`config.mk`:
```
export PLATFORM = sky130hd
export DESIGN_NAME = mult_accumulator
export DESIGN_NICKNAME = d
export VERILOG_FILES = /design/src/rtl/mult_accumulator.sv
export SDC_FILE = /design/constraint.sdc
export NUM_CORES = 1
export LEC_CHECK = 0
export CAP_MARGIN = 25
export CORE_UTILIZATION = 53
export DETAILED_ROUTE_END_ITERATION = 8
export PLACE_DENSITY = 0.88
export SLEW_MARGIN = 30
export SYNTH_ARGS = -nofsm -noshare
export SYNTH_HDL_FRONTEND = slang
export SYNTH_SLANG_ARGS = --single-unit
```
`constraint.sdc`:
```
create_clock -name clock -period 3.7 [get_ports clock]
set_clock_uncertainty 0.2 [all_clocks]
set_input_delay 0.37 -clock clock [delete_from_list [all_inputs] [get_ports clock]]
set_output_delay 0.37 -clock clock [all_outputs]
set_load 0.05 [all_outputs]
```
`src/rtl/mult_accumulator.sv`:
```
// mult_accumulator: sums FRAME_LEN unsigned 64-bit products per frame and presents each sum with valid/ready
module mult_accumulator #(
  parameter int FRAME_LEN = 8,
  parameter int ACC_W = 72
) (
  input  logic             clock,
  input  logic             reset,
  input  logic [63:0]      prod_in,
  input  logic             prod_valid,
  output logic             prod_ready,
  input  logic             flush,
  output logic [ACC_W-1:0] acc_out,
  output logic             acc_valid,
  input  logic             acc_ready,
  output logic             overflow,
  output logic [7:0]       count_out
);
  typedef enum logic [1:0] {IDLE, ACCUM, HOLD} state_t;
  state_t state, state_next;
  logic accept, last;
  logic [ACC_W:0] sum;
  logic [7:0] count_inc;
  assign prod_ready = state != HOLD;
  assign acc_valid = state == HOLD;
  assign accept = prod_valid && prod_ready;
  assign sum = {1'b0, acc_out} + (ACC_W+1)'(prod_in);
  assign count_inc = state == IDLE ? 8'd1 : count_out + 8'd1;
  assign last = count_inc == 8'(FRAME_LEN) || flush;
  always_comb begin
    state_next = state;
    if (state == HOLD)
      state_next = acc_ready ? IDLE : HOLD;
    else if (accept)
      state_next = last ? HOLD : ACCUM;
    else if (state == ACCUM && flush)
      state_next = HOLD;
  end
  always_ff @(posedge clock) begin
    if (reset) begin
      state <= IDLE;
      acc_out <= '0;
      count_out <= '0;
      overflow <= 1'b0;
    end else begin
      state <= state_next;
      if (accept) begin
        acc_out <= state == IDLE ? ACC_W'(prod_in) : sum[ACC_W-1:0];
        count_out <= count_inc;
        overflow <= state == IDLE ? 1'b0 : overflow | sum[ACC_W];
      end
    end
  end
endmodule

```
---- After elaboration in Yosys (flattened, before gate mapping) ----
Cells that the tools add are included.
storage, ports and cells
  register bits ........................... 83
  bits of input ports ..................... 69
  output and inout port bits .............. 83
  word-level logic and storage cells ...... 24
operators by class
  $add $sub $neg .......................... 2
  equality and inequality tests ........... 4
  muxes and demuxes ....................... 8
  bitwise operators ....................... 1
  reduce and logical (&&, ||, !) cells .... 5
operator list
  kind                   count
  $add A72 B64 Y73       1
  $mux W72               1
  $mux W2                5
  $add A8 B1 Y8 const B  1
  $eq A8 B4 Y1 const B   1
  $mux W8                1
  $reduce_bool A3 Y1     1
  $eq A2 B1 Y1 const B   1
  $eq A2 B2 Y1 const B   1
  $logic_and A1 B1 Y1    2
  $logic_not A2 Y1       1
  $ne A2 B2 Y1 const B   1
  $logic_or A1 B1 Y1     1
  $mux W1                1
  $or A1 B1 Y1           1

---- Logic depth before layout (Yosys ltp) ----
Gate-level depths: netlist of the first run.
  word-level depth ........................ 7
  depth in mapped cells ................... 13
  gate-level depth less buffers ........... 13

---- Worst setup path before layout of the first run ----
OpenSTA, ideal clock, no wires.
  path type ............................... flip-flop to flip-flop
  from .................................... register acc_out[0]
  to ...................................... register acc_out[66]
  library setup time ...................... 70 ps
  arrival time ............................ 3382 ps
  required time ........................... 3430 ps
  slack ................................... 47 ps
  stages on the path, launching flop included .. 14
  path buffers ............................ 0
  period minus slack after synthesis ...... 3653 ps
  cells stage by stage .................... dfxtp_1 > ha_1 > inv_1 > fa_1 > nor2b_1 > o2111ai_1 > a31o_2 > a21oi_1 > o41ai_1 > o31a_1 > o31ai_1 > a21oi_1 > or3_1 > a21oi_1
on the way
  cells in the longest elaborated chain, start to end .. 2
RTL lines
  element                 RTL line  source
  start, declared         12        output logic [ACC_W-1:0] acc_out,
  start signal, assigned  47        acc_out <= state == IDLE ? ACC_W'(prod_in) : sum[ACC_W-1:0];
  $add A72 B64 Y73        26        assign sum = {1'b0, acc_out} + (ACC_W+1)'(prod_in);
  $mux W72                47
Every way passes these cells.
A chain may end at the register's enable or synchronous reset.

---- Final worst setup path of the first run ----
  from .................................... input prod_in[8]
  to ...................................... register acc_out[65]
on the way
  cells in the longest elaborated chain, start to end .. 2
RTL lines
  element           RTL line  source
  start, declared   8         input logic [63:0] prod_in,
  $add A72 B64 Y73  26
  $mux W72          47
Every way passes these cells.

==> results.cfg, run 1 <==
[timing]
fin_crit_sh_pct = 99.1
max_freq_ghz = 0.273
setup_tns_ns = 0
setup_viol = 0
final.setup.worst_slack_ns = 0.0345
slew_violations = 0
worstMarginPinSlew_ns = 0.753
slew_headroom_pct = 49.8
hold_violations = 0
layout_min_cycle_time_ns = 3.67

[setup_path]
crit_buf_inv = 2
worstPathRequired_ns = 3.78
critPathTopFamily = compound AO/OA/AOI/OAI gates
critPathMaxFanout = 8
slowest_stage = a2111oi_4
worstReg2RegEnd = acc_out[65]$_SDFFE_PP0P_
reg2reg_setup_slack_ns = 0.15
cp.arrival_ns = 3.75
rr_worst_depth = 12
crit_chain = clkdlybuf4s50_1 -> ha_1 -> nand4_1 -> nor4_2 -> nor3_2 -> a311o_1 -> a2111oi_4 -> buf_4 -> a211o_1 -> a41o_2 -> a21oi_4 -> or3_1 -> a21oi_1
timing.rr.start = acc_out[7]$_SDFFE_PP0P_
startpoint_type = input port
worstSetupEndpointType = flip-flop
max_stage_delay_ns = 0.53
worstSetupPathType = input port to flip-flop

[clocking]
clk_latency_ns = 0.35
clockBufferDepth = 2
root_buffer = clkbuf_16
cts_tree = done
htreeDepth = 3
cts_buffers = 9
cts.clk_slew.worst_paths_ns = 0.06
clock_sink_count = 83

[place]
dpl.cell_count = 1419
place_congestion = 0.987
dp_hpwl_um = 18900
port_buffers = 151
postPlaceCellArea_um2 = 9770
place_ws_ns = -0.381

[power]
p_per_area_nw_per_um2 = 397
worst_ir_drop_vdd_uv = 353
total_leakage_power_nw = 4.26

[synthesis]
syn_inst = 1050
yosys_warnings = 0
synthFlopType = dfxtp_1
ys_seq_elements = 83
yosysSeqAreaShare_pct = 22.3
syn_nets = 1185
synth_enable_flop_cells = 0
syn-cell-area_um2 = 7460
synth_area_per_cell_um2 = 7.10
ys_async_sr_fraction_pct = 0
yosys.cell_types.count = 62

[die]
start_util_pct = 55.2
die_height_um = 121
num_io_pins = 152
rows = 42
die_w_um = 121
dieArea_um2 = 14500
core_um2 = 13500

[grt]
antenna_found_initial = 0
grt_pass1_vias = 8264
grt_max_degree = 56
grt_usage_pct = 35.3
overflow = 0
grt_pass1_wl_um = 41100

[layout]
fillCellCount = 1011
fin_util_pct = 75.8
layout.cells.non_filler = 1439
area_growth_pct = 37.3
final_cell_area_um2 = 10200
nNetsFinal = 1393
drive_above_1_share_pct = 12.9
diodes = 0

[drt]
wl_um = 26000
vias = 9092
drcViolationCount = 0
dr.pass1.iters = 5
viasPerCell = 6.32
drtIter0Drc = 1150
wire_per_inst_um = 18.1
ant_nets = 0

[hold_path]
hold_depth = 3
hold_path_end = acc_out[6]$_SDFFE_PP0P_
min-delay-start = prod_in[6]
hp-class = input port to flip-flop

[status]
status = finished, final reports clean

[run]
drv_cap = 0
-- report_power, final --
group	switching (mW)	total [mW]	leakage (nW)	internal (mW)
logic	1.18	2.00	3.42	0.821
clock network	0.402	1.02	0.156	0.614
registers	0.0757	1.05	0.683	0.972
total	1.66	4.06	4.26	2.41
-- logic make-up (layout without fill, tap and decap cells) --
kind of cell             count (synthesis)  in the layout  synth area share, %
AND/OR/NAND/NOR                        358            358                 22.0
adder cells (fa/ha/maj)                 66             66                 11.2
multiplexers                             4              4                0.554
XOR/XNOR                                55             55                 6.46
flip-flops                              83             83                 22.3
buffers and inverters                   94            307                 4.75
AO/OA/AOI/OAI                          390            390                 32.8
-- final cells by class --
| cell class | count | area, um^2 | area share [%] |
|---|---|---|---|
| inverters | 24 | 90.1 | 0.880 |
| repair buffers | 267 | 2380 | 23.3 |
| well taps | 176 | 220 | 2.15 |
| clock buffers | 11 | 243 | 2.37 |
| flip-flops and latches | 83 | 1660 | 16.2 |
| multi-input cells | 873 | 5560 | 54.3 |
| clock inverters | 5 | 85.1 | 0.831 |
-- worst max-delay path by stage --
stage,endpoint,cells past startpoint,start
CTS,acc_out[66]$_SDFFE_PP0P_,14,prod_in[0]
floorplan,acc_out[66]$_SDFFE_PP0P_,13,acc_out[0]$_SDFFE_PP0P_
global route,acc_out[65]$_SDFFE_PP0P_,13,prod_in[8]
finish,acc_out[65]$_SDFFE_PP0P_,13,prod_in[8]
detailed placement,acc_out[66]$_SDFFE_PP0P_,14,prod_in[0]
global placement,acc_out[66]$_SDFFE_PP0P_,14,prod_in[0]
-- state kept, by name, summed over array words and instances, names as in the netlist --
register,flops
acc_out,72
count_out,8
state,2
overflow,1
-- per-layer routing --
metal / track usage, % / wire (um)
met4: 13.1 / 711
met1: 48.5 / 11500
met3: 5.94 / 2370
met2: 55.1 / 11500
met5: 0 / 0
-- layout by cell type (no fill, tap or decap), drive strengths merged, types with 4 or more instances in the layout --
cell type        n
nand3           24
nor2            92
dfxtp           83
o211ai          10
nand3b           4
nand2b           4
a221oi          16
xor2            26
nand2          135
nor3            21
o21a             7
o21bai          12
a311oi          12
a22oi            7
inv             25
xnor2           29
o22ai            6
ha              65
or3             10
a31oi           10
clkbuf          11
nor2b            8
buf            117
a21o            34
a21oi          134
a21boi           4
nor4             5
a211oi          18
and3            12
and2             6
clkdlybuf4s50  147
nand4           25
o21ai           91
-- synthesized netlist by cell type, drive strengths merged (4+ instances only) --
cell type	number	area (um^2)
a211oi	18	135
a21boi	4	30.0
a21o	34	257
a21oi	134	674
a221oi	16	140
a22oi	7	52.6
a311oi	12	105
a31oi	10	62.6
and2	6	37.5
and3	12	75.1
buf	4	16.3
clkbuf	66	248
dfxtp	83	1660
ha	65	813
inv	24	90.1
nand2	135	507
nand2b	4	25.0
nand3	24	120
nand3b	4	30.0
nand4	25	156
nor2	92	345
nor2b	8	50.1
nor3	21	105
nor4	5	31.3
o211ai	10	75.1
o21a	7	52.6
o21ai	91	455
o21bai	12	90.1
o22ai	6	37.5
or3	10	63.8
xnor2	29	254
xor2	26	228
-- timing repair --
action,4_1_cts,5_1_grt
buffers inserted,0,4
pin swaps,0,20
gates resized for setup,2,22
endpoints found under the setup margin,5,30
hold buffers,0,0
hold endpoints to repair,0,0
-- worst reg2reg max path, cell delays in order (launching register included) --
cell       delay (ns)
dfxtp_1          0.33
ha_1             0.30
nand4_1          0.15
nor4_2           0.33
nor3_2           0.12
a311o_1          0.33
a2111oi_4        0.53
buf_4            0.22
a211o_1          0.13
a41o_2           0.26
a21oi_4          0.09
or3_1            0.35
a21oi_1          0.15
-- through the flow --
| step | total power, mW | hold slack (ns) |
|---|---|---|
| 2_1_floorplan | 2.27 | 0.323 |
| 3_3_place_gp | 2.94 | 0.270 |
| 3_5_place_dp | 2.98 | 0.289 |
| 4_1_cts | 4.01 | 0.301 |
| 5_1_grt | 4.26 | 0.141 |
| 6_report | 4.06 | 0.126 |
Power figures use the tool's default switching activity.
==> run 2: changes to the inputs <==
--- a/config.mk
+++ b/config.mk
@@ -6,7 +6,9 @@
 export NUM_CORES = 1
 export LEC_CHECK = 0
 export CAP_MARGIN = 25
-export CORE_UTILIZATION = 53
+export CELL_PAD_IN_SITES_DETAIL_PLACEMENT = 1
+export CELL_PAD_IN_SITES_GLOBAL_PLACEMENT = 1
+export CORE_UTILIZATION = 38
 export DETAILED_ROUTE_END_ITERATION = 8
 export PLACE_DENSITY = 0.88
 export SLEW_MARGIN = 30
==> run 2 against run 1 <==
Worst hold slack improved by 0.038 ns; clock-buffer cell count decreased by 1; largest cell class unchanged; sequential share of layout area decreased by 0.36 points; register-to-register slack got worse by 0.07 ns; utilization decreased by 21 points; flip-flop and latch count unchanged; total power increased by 1.7%; worst setup slack improved by 0.012 ns; fmax increased by 0.32%; clock power decreased by 5%; non-clock buffer count increased by 9.
==> results.cfg, run 2 (same netlist as run 1, synthesis figures left out) <==
[layout]
nNetsFinal = 1402
area_growth_pct = 40.5
fin_util_pct = 55.3
final_cell_mix = clkdlybuf4s50_1 (148), nand2_1 (134), a21oi_1 (129), buf_4 (124), nor2_1 (91)
final_cell_area_um2 = 10500
biggestRegsByFlops = acc_out x72, count_out x8, state x2
layout_commonest_cell = clkdlybuf4s50_1
largest_register = acc_out
largest_reg_flops = 72
layout.cells.non_filler = 1534
drive_above_1_share_pct = 14.2

[die]
rows = 50
die_w_um = 142
core_um2 = 19000
dieArea_um2 = 20200
die_height_um = 142
num_io_pins = 152
start_util_pct = 39.3

[power]
total_leakage_power_nw = 4.30
p_per_area_nw_per_um2 = 394
worst_ir_drop_vdd_uv = 230

[hold_path]
hp-class = input port to flip-flop
min-delay-start = prod_in[0]
hold_depth = 3
hold_path_end = acc_out[0]$_SDFFE_PP0P_

[clocking]
clockBufferDepth = 2
hold_buffers = 0
cts.clk_slew.worst_paths_ns = 0.07
htreeDepth = 3
clock_sink_count = 83
root_buffer = clkbuf_16
clk_latency_ns = 0.36
cts_tree = done
cts_buffers = 9

[drt]
wl_um = 32800
drcViolationCount = 0
vias = 9346
dr.pass1.iters = 5
ant_nets = 0
drtIter0Drc = 754
wire_per_inst_um = 21.4
viasPerCell = 6.09

[setup_path]
max_stage_delay_ns = 0.47
worstSetupPathType = input port to flip-flop
crit_buf_inv = 2
worstReg2RegEnd = acc_out[64]$_SDFFE_PP0P_
startpoint_type = input port
worstSetupEndpointType = flip-flop
critPathMaxFanout = 8
reg2reg_setup_slack_ns = 0.08
slowest_stage = clkdlybuf4s50_1
crit_path_start = prod_in[9]
crit_chain = clkdlybuf4s50_1 -> ha_4 -> nand4_1 -> nor4_4 -> nor3_4 -> a311o_1 -> a2111oi_4 -> buf_4 -> a211o_1 -> a41o_2 -> a21oi_2 -> or3_1 -> a21oi_1
cp.arrival_ns = 3.74
timing.rr.start = acc_out[0]$_SDFFE_PP0P_
rr_worst_depth = 13
critPathTopFamily = compound AO/OA/AOI/OAI gates
worstPathRequired_ns = 3.78

[timing]
final.setup.worst_slack_ns = 0.0462
worstMarginPinSlew_ns = 0.766
layout_min_cycle_time_ns = 3.65
slew_headroom_pct = 48.9
hold_violations = 0
setup_tns_ns = 0
slew_violations = 0
setup_viol = 0
fin_crit_sh_pct = 98.8
max_freq_ghz = 0.274

[place]
postPlaceCellArea_um2 = 9950
place_congestion = 0.931
dp_hpwl_um = 22800
dpl.cell_count = 1513
port_buffers = 151
place_ws_ns = -0.517

[grt]
grt_pass1_vias = 9520
grt_pass1_wl_um = 50800
grt_usage_pct = 31.9
grt_max_degree = 60
overflow = 0
antenna_found_initial = 2

[run]
drv_cap = 0

[status]
status = finished, final reports clean
## run 2: cell types whose count changed in the layout (fill, tap and decap cells not counted), moves of 2 or more
cell      delta
nor3_1       -3
o21ai_1      +2
clkinv_2     +2
o21ai_0      -2
buf_4        +8
ha_2         +2
nor4_2       -2
nor3_2       +2
ha_1         -3
diode_2      +2
## run 2: report_power, final
part	total (mW)	internal [mW]	switching [mW]	leakage [nW]
logic	2.12	0.838	1.28	3.47
clock network	0.968	0.526	0.441	0.143
registers	1.05	0.971	0.0773	0.683
total	4.13	2.34	1.80	4.30
## run 2: metal layers
layer	track usage (%)	vias to the layer above	wire (um)
met4	15.8	0	1340
met1	41.0	4534	14100
met5	0	-	0
met3	4.54	117	1990
met2	52.2	386	15300
li1	-	4309	-
## run 2: metrics by stage
stage                     hold slack (ns)  total power [mW]
after CTS                           0.289              4.05
after floorplan                     0.323              2.27
after detailed placement            0.274              3.05
after global placement              0.277              2.99
after global routing                0.188              4.32
final                               0.164              4.13
## run 2: worst max-delay path by stage
stage	end	slack, ns	cells after the start
finish	acc_out[71]$_SDFFE_PP0P_	0.05	13
global route	acc_out[69]$_SDFFE_PP0P_	-0.06	13
CTS	acc_out[71]$_SDFFE_PP0P_	0.02	14
detailed placement	acc_out[66]$_SDFFE_PP0P_	-0.52	14
global placement	acc_out[66]$_SDFFE_PP0P_	-0.34	14
floorplan	acc_out[66]$_SDFFE_PP0P_	0.05	13
## run 2: layout make-up
class | instances | area (um^2)
inverter | 24 | 90.1
timing repair buffer | 276 | 2450
antenna | 2 | 5.00
multi-input combinational | 873 | 5640
tap | 260 | 325
clock inverter | 6 | 65.1
fill | 2359 | 8480
sequential | 83 | 1660
clock buffer | 10 | 229
## run 2: repair_timing
action,4_1_cts,5_1_grt
resized for setup,9,30
setup endpoints to repair,15,30
buffers inserted,2,1
pin swaps,3,11
## run 2: worst reg2reg max path, delay by kind of cell (launching register included)
kind,cells,cell delay [ns]
compound gates,8,1.86
flops,1,0.37
simple gates,2,0.49
fa+ha+maj,2,0.56
buf+inv,1,0.06
